==> config.mk <==
export PLATFORM = sky130hd
export DESIGN_NAME = red_pitaya_adc_deser
export DESIGN_NICKNAME = d
export VERILOG_FILES = /design/src/rtl/red_pitaya_adc_deser.sv
export SDC_FILE = /design/constraint.sdc
export NUM_CORES = 1
export LEC_CHECK = 0
export ABC_AREA = 0
export CORE_UTILIZATION = 29
export CTS_CLUSTER_DIAMETER = 60
export DETAILED_ROUTE_END_ITERATION = 10
export PLACE_DENSITY_LB_ADDON = 0.08
export RECOVER_POWER = 50
export SYNTH_ARGS = -nofsm -noshare
export SYNTH_HDL_FRONTEND = slang
export SYNTH_SLANG_ARGS = --single-unit
==> constraint.sdc <==
create_clock -name clk_i -period 5.4 [get_ports clk_i]
set_input_delay 0.54 -clock clk_i [delete_from_list [all_inputs] [get_ports clk_i]]
set_output_delay 0.54 -clock clk_i [all_outputs]
set_load 0.01 [all_outputs]
==> src/rtl/red_pitaya_adc_deser.sv <==
// red_pitaya_adc_deser
//   Rebuilds two 14-bit ADC channels from the 7-bit DDR bus after IDDR capture.
//   A training FSM picks the rising/falling bit pairing (same cycle or falling
//   half delayed by one cycle) against an alternating test pattern. The
//   assembled offset-binary word is converted to two's complement.
//   Single clock domain (ADC clock).
//
// Ports
//   clk_i      ADC clock
//   rstn_i     async active-low reset
//   dat_r_i    per channel, rising-edge bits {14,12,..,2} of the 16-bit word
//   dat_f_i    per channel, falling-edge bits {15,13,..,3} of the 16-bit word
//   train_i    pulse: (re)start alignment
//   bypass_i   skip training: slip=0, lock=1
//   adc_dat_o  per channel signed sample, 2 clk after dat_*_i
//   adc_vld_o  sample valid (lock delayed to match the pipeline)
//   lock_o     alignment locked
//   fail_o     both alignments exhausted without lock
//   slip_o     selected alignment (1 = falling half taken from previous cycle)
//   err_cnt_o  saturating pattern-mismatch count while locked
module red_pitaya_adc_deser #(
   parameter int unsigned   DW     = 14,
   parameter logic [DW-1:0] PAT_A  = 14'h2AAA,
   parameter logic [DW-1:0] PAT_B  = 14'h1555,
   parameter int unsigned   NMATCH = 64,
   parameter int unsigned   TMO    = 1024
)(
   input  logic                 clk_i,
   input  logic                 rstn_i,
   input  logic [1:0][DW/2-1:0] dat_r_i,
   input  logic [1:0][DW/2-1:0] dat_f_i,
   input  logic                 train_i,
   input  logic                 bypass_i,
   output logic [1:0][DW-1:0]   adc_dat_o,
   output logic                 adc_vld_o,
   output logic                 lock_o,
   output logic                 fail_o,
   output logic                 slip_o,
   output logic [15:0]          err_cnt_o
);

   localparam int unsigned HW = DW / 2;
   localparam int unsigned CW = $clog2(NMATCH + 1);
   localparam int unsigned TW = $clog2(TMO);

   typedef enum logic [1:0] {IDLE, TRAIN, LOCKED, FAIL} state_t;

   state_t               state, state_n;
   logic                 slip, slip_n;
   logic [CW-1:0]        cnt, cnt_n;
   logic [TW-1:0]        tmo, tmo_n;
   logic [2:0]           flush, flush_n;
   logic                 phase, phase_n;
   logic                 exp_b, exp_b_n;
   logic [15:0]          err_cnt, err_n;
   logic                 byp;

   logic [1:0][HW-1:0]   r1, f1, fd, fsel;
   logic [1:0][DW-1:0]   raw, sample;
   logic                 v1;
   logic                 is_a, is_b, hit;

   // The slip register (fd) sits ahead of the common stage, so both
   // alignments see the same 2-clk latency from the input pins.
   always_ff @(posedge clk_i or negedge rstn_i) begin
      if (!rstn_i) begin
         r1        <= '0;
         f1        <= '0;
         fd        <= '0;
         v1        <= 1'b0;
         adc_dat_o <= '0;
         adc_vld_o <= 1'b0;
      end else begin
         r1        <= dat_r_i;
         f1        <= dat_f_i;
         fd        <= f1;
         v1        <= lock_o;
         adc_vld_o <= v1;
         adc_dat_o <= v1 ? sample : '0;
      end
   end

   assign fsel = slip ? fd : f1;

   always_comb begin
      raw    = '0;
      sample = '0;
      for (int unsigned ch = 0; ch < 2; ch++) begin
         for (int unsigned k = 0; k < HW; k++) begin
            raw[ch][2*k]   = r1[ch][k];
            raw[ch][2*k+1] = fsel[ch][k];
         end
         sample[ch] = {raw[ch][DW-1], ~raw[ch][DW-2:0]};
      end
   end

   assign is_a = (raw[0] == PAT_A) && (raw[1] == PAT_A);
   assign is_b = (raw[0] == PAT_B) && (raw[1] == PAT_B);
   // Before the phase is known either pattern word counts and sets the phase.
   assign hit  = phase ? (exp_b ? is_b : is_a) : (is_a | is_b);

   always_ff @(posedge clk_i or negedge rstn_i) begin
      if (!rstn_i) begin
         state   <= IDLE;
         slip    <= 1'b0;
         cnt     <= '0;
         tmo     <= '0;
         flush   <= '0;
         phase   <= 1'b0;
         exp_b   <= 1'b0;
         err_cnt <= '0;
         byp     <= 1'b0;
      end else begin
         state   <= state_n;
         slip    <= slip_n;
         cnt     <= cnt_n;
         tmo     <= tmo_n;
         flush   <= flush_n;
         phase   <= phase_n;
         exp_b   <= exp_b_n;
         err_cnt <= err_n;
         byp     <= bypass_i;
      end
   end

   always_comb begin
      state_n = state;
      slip_n  = slip;
      cnt_n   = cnt;
      tmo_n   = tmo;
      flush_n = flush;
      phase_n = phase;
      exp_b_n = exp_b;
      err_n   = err_cnt;
      if (bypass_i) begin
         state_n = IDLE;
         slip_n  = 1'b0;
         cnt_n   = '0;
         tmo_n   = '0;
         flush_n = '0;
         phase_n = 1'b0;
      end else if (train_i) begin
         state_n = TRAIN;
         slip_n  = 1'b0;
         cnt_n   = '0;
         tmo_n   = '0;
         flush_n = '0;
         phase_n = 1'b0;
         err_n   = '0;
      end else begin
         case (state)
            TRAIN: begin
               tmo_n = tmo + 1'b1;
               if (flush != '0) begin
                  flush_n = flush - 1'b1;
               end else if (hit) begin
                  cnt_n   = cnt + 1'b1;
                  phase_n = 1'b1;
                  exp_b_n = phase ? ~exp_b : is_a;
                  if (cnt == CW'(NMATCH - 1)) state_n = LOCKED;
               end else begin
                  cnt_n   = '0;
                  phase_n = 1'b0;
               end
               // Lock takes priority over a timeout in the same cycle.
               if (state_n == TRAIN && tmo == TW'(TMO - 1)) begin
                  if (!slip) begin
                     slip_n  = 1'b1;
                     cnt_n   = '0;
                     tmo_n   = '0;
                     flush_n = 3'd4;
                     phase_n = 1'b0;
                  end else begin
                     state_n = FAIL;
                  end
               end
            end
            LOCKED: begin
               exp_b_n = ~exp_b;
               if (!hit && err_cnt != '1) err_n = err_cnt + 16'd1;
            end
            default: ;
         endcase
      end
   end

   assign lock_o    = (state == LOCKED) | byp;
   assign fail_o    = (state == FAIL);
   assign slip_o    = slip;
   assign err_cnt_o = err_cnt;

endmodule

; ---- Word-level counts from Yosys, hierarchy flattened
; Cells that the tools add are included.
; Widths: inputs -> output; s select.
[op_classes]
bitwise_logic = 7
eq_ne = 13
addsub = 4
n_mux = 51
reduce_logical = 14
[ops]
columns = operator, count
row1 = $mux 10, 5
row2 = $mux 7, 7
row3 = $mux 16, 3
row4 = $eq 14x13->1 const B, 2
row5 = $eq 14x14->1 const B, 2
row6 = $mux 28, 1
row7 = $not 13->13, 2
row8 = $mux 2, 11
row9 = $mux 3, 6
row10 = $add 16x1->16 const B, 1
row11 = $mux 1, 16
row12 = $ne 16x16->1 const B, 1
row13 = $mux 14, 1
row14 = $add 10x1->10 const B, 1
row15 = $eq 10x10->1 const B, 1
row16 = $reduce_bool 3->1, 3
row17 = $add 7x1->7 const B, 1
row18 = $eq 7x6->1 const B, 1
row19 = $reduce_bool 2->1, 3
row20 = $reduce_and 5->1, 1
row21 = $eq 2x1->1 const B, 2
row22 = $eq 2x2->1 const B, 2
row23 = $logic_and 1x1->1, 4
row24 = $ne 2x2->1 const B, 2
row25 = 7 further kinds, 10
[totals]
elab_cells = 108
ff_bits = 114
in_bits = 32
out_inout_bits = 48

; ---- Depth between registers and ports, before layout
[logic_depth]
depth_word = 16
ltp_mapped = 10
ltp_nobuf = 9

; ---- Worst setup path before layout
; No wires, ideal clock.
[synth_timing]
path_type = reg2reg
startpoint = reg slip, in the netlist slip_o
endpoint = reg err_cnt[6], in the netlist err_cnt_o[6]
setup_slack_ps = 3007
setup_ps = 126
required_time_ps = 5274
path_buffers = 3
t_arrival_ps = 2266
path_stages_with_launch = 11
synth_period_minus_slack_ps = 2393
path_cell_list = dfrtp_1 > buf_6 > nand2_1 > or2_0 > a222oi_1 > o211a_1 > or2_1 > buf_4 > buf_6 > nor3_2 > a311o_1
[synth_via]
elab_chain_cells = 9
word_cells_on_any_way = 14
classes_between = eq/ne: 4 / mux: 3 / bitwise: 1 / reduce/logical: 6
[synth_lines]
columns = element, line_no
row1 = "start, declared", 49  ; logic slip, slip_n;
row2 = "start signal, assigned", 115  ; slip <= slip_n;
row3 = $mux 14 *, 83  ; assign fsel = slip ? fd : f1;
row4 = $eq 14x14->1 / $eq 14x13->1 (equally long branches), "97, 98"
row5 = $logic_and 1x1->1 (on tied branches), "97, 98"
row6 = $or 1x1->1 / $mux 1 (equally long branches), 100  ; assign hit = phase ? (exp_b ? is_b : is_a) : (is_a | is_b);
row7 = $mux 1 *, 100
row8 = $logic_not 1->1 *, 180  ; if (!hit && err_cnt != '1) err_n = err_cnt + 16'd1;
row9 = $logic_and 1x1->1 *, 180
row10 = $reduce_bool 2->1 (no source line) *, -
row11 = $reduce_and 3->1 (no source line) *, -
row12 = "end signal, assigned", 121  ; err_cnt <= err_n;
row13 = "end, declared", 55  ; logic [15:0] err_cnt, err_n;
; Mark *: on every way between the ends. The rest lies on a longest branch, timed or not.
; A chain may end at the register's enable or synchronous reset.

==> results by group <==
Outcome
  – Run status: complete, but fails checks
  – Failing checks: max-capacitance violations, max-slew violations

Hold path
  – Worst Hold Class: reg -> reg

Logic synthesis
  – Syn avg cell area: 10.9 um^2
  – Syn Inst Count: 455
  – Largest family of logic cells by synthesized area: simple AND/OR/NAND/NOR gates
  – Seq cells post-synth: 114
  – Sequential-to-total area share from yosys stat: 57.8%
  – Simple-Gate Fraction of Synth Area: 23.7%
  – Syn nets: 492
  – Post-synth EDFFs: 0
  – Mux contribution to synthesized area: 2.84%
  – Yosys cell types: 64
  – Netlist Area Pre-Place: 0.00494 mm^2
  – XOR/XNOR Fraction of Synth Area: 0.710%
  – Synth Area in Adders: 1.27%
  – Asr flop ratio synth: 100%
  – Post-synthesis compound-gate area fraction: 10.8%
  – Post-synth top flop: dfrtp_1
  – Synth Warn #: 0

Clock tree
  – Root buffer cell: clkbuf_16
  – CTS Sinks: 114
  – Max Root-Sink Buffers: 2
  – Clk_lat worst skew: 0.42 ns
  – Reg clk slew, reported paths: 0.05 ns
  – CTS Buf Count: 17
  – Post-CTS resize count: 0
  – Setup Fix Bufs, Post-CTS: 0
  – # hold bufs at CTS: 0
  – Htree depth: 4
  – TritonCTS clock tree: built

Setup path
  – Top delay family on crit path: buffers and inverters
  – CP arrival: 3.27 ns
  – Required time worst endpoint: 5.01 ns
  – Crit-path cells: clkbuf_1
  – WS Path Type: in -> async
  – CP max FO: 70
  – CP bufs+invs: 1
  – Crit path largest cell delay: 2.67 ns
  – CP endpoint kind: asynchronous set/reset pin
  – Critical-path top delay cell: clkbuf_1
  – Startpoint types: input pin

Pwr
  – Power Total: 2.14 mW
  – P_leak: 2.63 nW
  – Worst vdd ir: 221 uV
  – Power Density: 330 mW/mm^2

Finish
  – Antenna diodes: 0
  – Proportion of layout cells with a drive suffix above 1: 7.79%
  – Fin util: 39.0%
  – Final Net Count: 577
  – Design Area, Final: 0.00647 mm^2
  – Syn-to-layout area delta: 31.1%
  – Non-filler cells in the finished layout: 772

Floorplanning
  – Die X-Extent: 132 um
  – Initial Utilization: 29.8%
  – Total I/O pin count: 80
  – Die area: 0.0176 mm^2
  – Die Ht: 132 um
  – Core outline area: 0.0166 mm^2
  – Rows: 47

Timing
  – Clk_skew: 0.0264 ns
  – Slew margin rel.: -159%
  – RSZ-0062 raised after global routing: false
  – Min Hold Slack: 0.422 ns
  – Setup TNS Final: 0 ns
  – Final setup fails: 0
  – Worst-margin pin slew: 3.88 ns
  – Fmax: 274 MHz
  – Final period utilization: 67.6%
  – Fin crit period: 3.65 ns
  – Final Hold Fails: 0
  – Setup WS post-layout: 1.75 ns
  – Slew Viols, Final: 71

Place
  – I/O Buffers: 79
  – Global placer's final weighted congestion: 0.760
  – Detailed Place HPWL: 8.12 mm
  – Post-DP Area: 0.00594 mm^2
  – DP Worst Slack: 1.76 ns
  – Inst Count DP: 741

Routing
  – Post-route ant nets: 0
  – DR pass1 iterations: 4
  – Vias per cell: 4.94
  – Routed length per instance: 15.5 um
  – 1st-iter DRT viols: 246
  – Post-route DRC: 0
  – Final Routed Wirelength: 12.0 mm
  – Via count: 3811

Job
  – Maximum Capacitance Violations: 1

Global route
  – Antenna violations before repair: 0
  – Vias in the first global route: 3712
  – Met2 Resource Use GR: 21.8%
  – Largest net degree at the start of global routing: 71
  – GRT Max-Usage Layer: met2
  – First-pass GRT wire length: 19.7 mm
  – GR Util met3: 4.25%
  – Global-route track usage on met1: 19.9%
  – Gr ovfl total: 0
  – GRT Overall Usage: 14.6%
[final timing paths]
path | start | end | slack [ns] | cells after the start
setup / recovery | rstn_i | tmo[8] | 1.75 | 1
hold / removal | f1[0] | fd[0] | 0.42 | 0
setup reg to reg | slip_o | cnt[2] | 1.75 | 7
hold reg to reg | f1[0] | fd[0] | 0.42 | 0
max in group clk_i | slip_o | cnt[2] | 1.75 | 7
min in group asynchronous | rstn_i | adc_dat_o[10] | 1.47 | 1
[metal layers]
metal | vias to the layer above | share of wire [%]
li1 | 1834 | -
met1 | 1880 | 48
met2 | 88 | 46
met3 | 9 | 4.5
met4 | 0 | 0.70
met5 | - | 0
[flip-flops by register name, summed over array words and instances (netlist names)]
name and cells:
adc_dat_o 28, err_cnt_o 16, f1 14, fd 14, r1 14, tmo 10, cnt 7, flush 3
state 2, adc_vld_o 1, byp 1, exp_b 1, phase 1, slip_o 1, v1 1
[cells in the mapped netlist, drive strengths merged (10+ instances only)]
library cell    n  area share (%)
dfrtp         114              58
nand2          52             4.0
nand3          32             3.2
nor2           21             1.6
nor2b          20             2.5
inv            14             1.1
mux2i          14             2.8
or3            13             1.7
and2           12             1.5
o21ai          12             1.2
or4            12             1.8
clkbuf         11            0.84
nand2b         10             1.3
nand4          10             1.3
[worst register-to-register path, cell delays in order, from the launching register on]
cell	delay [ns]
dfrtp_1	0.99
nand2_1	0.17
or2_2	0.34
a222oi_1	0.60
o211a_1	0.29
or2_1	0.67
o2111ai_2	0.32
o21ai_1	0.20
[power by group]
group | internal [mW] | switching, mW | total (mW)
Clock | 0.646 | 0.379 | 1.02
Sequential | 0.901 | 0.0470 | 0.948
Combinational | 0.0888 | 0.0770 | 0.166
[cell usage in the layout (no fill, tap or decap), types with 9 or more instances in the layout]
cell type,n
and3_1,9
clkbuf_16,17
clkdlybuf4s50_1,50
dfrtp_1,114
dlygate4sd3_1,28
inv_1,13
mux2i_1,14
nand2_1,52
nand2b_1,10
nand3_1,32
nand4_1,10
nor2_1,20
nor2b_1,20
or3_1,12
or4_1,12
[cell type report]
type | count | area [um^2]
clock buffers | 20 | 457
clock inverters | 11 | 88.8
fillers | 1636 | 10100
inverters | 14 | 52.6
multi-input cells | 311 | 1940
flip-flops and latches | 114 | 2850
well taps | 220 | 275
repair buffers | 82 | 803
[cells by family after synthesis]
logic type	after synthesis
buf+inv	30
compound gates	70
mux	14
xor+xnor	4
flops	114
fa+ha+maj	5
simple gates	218
Note: power is estimated with default switching activity, not from simulation.
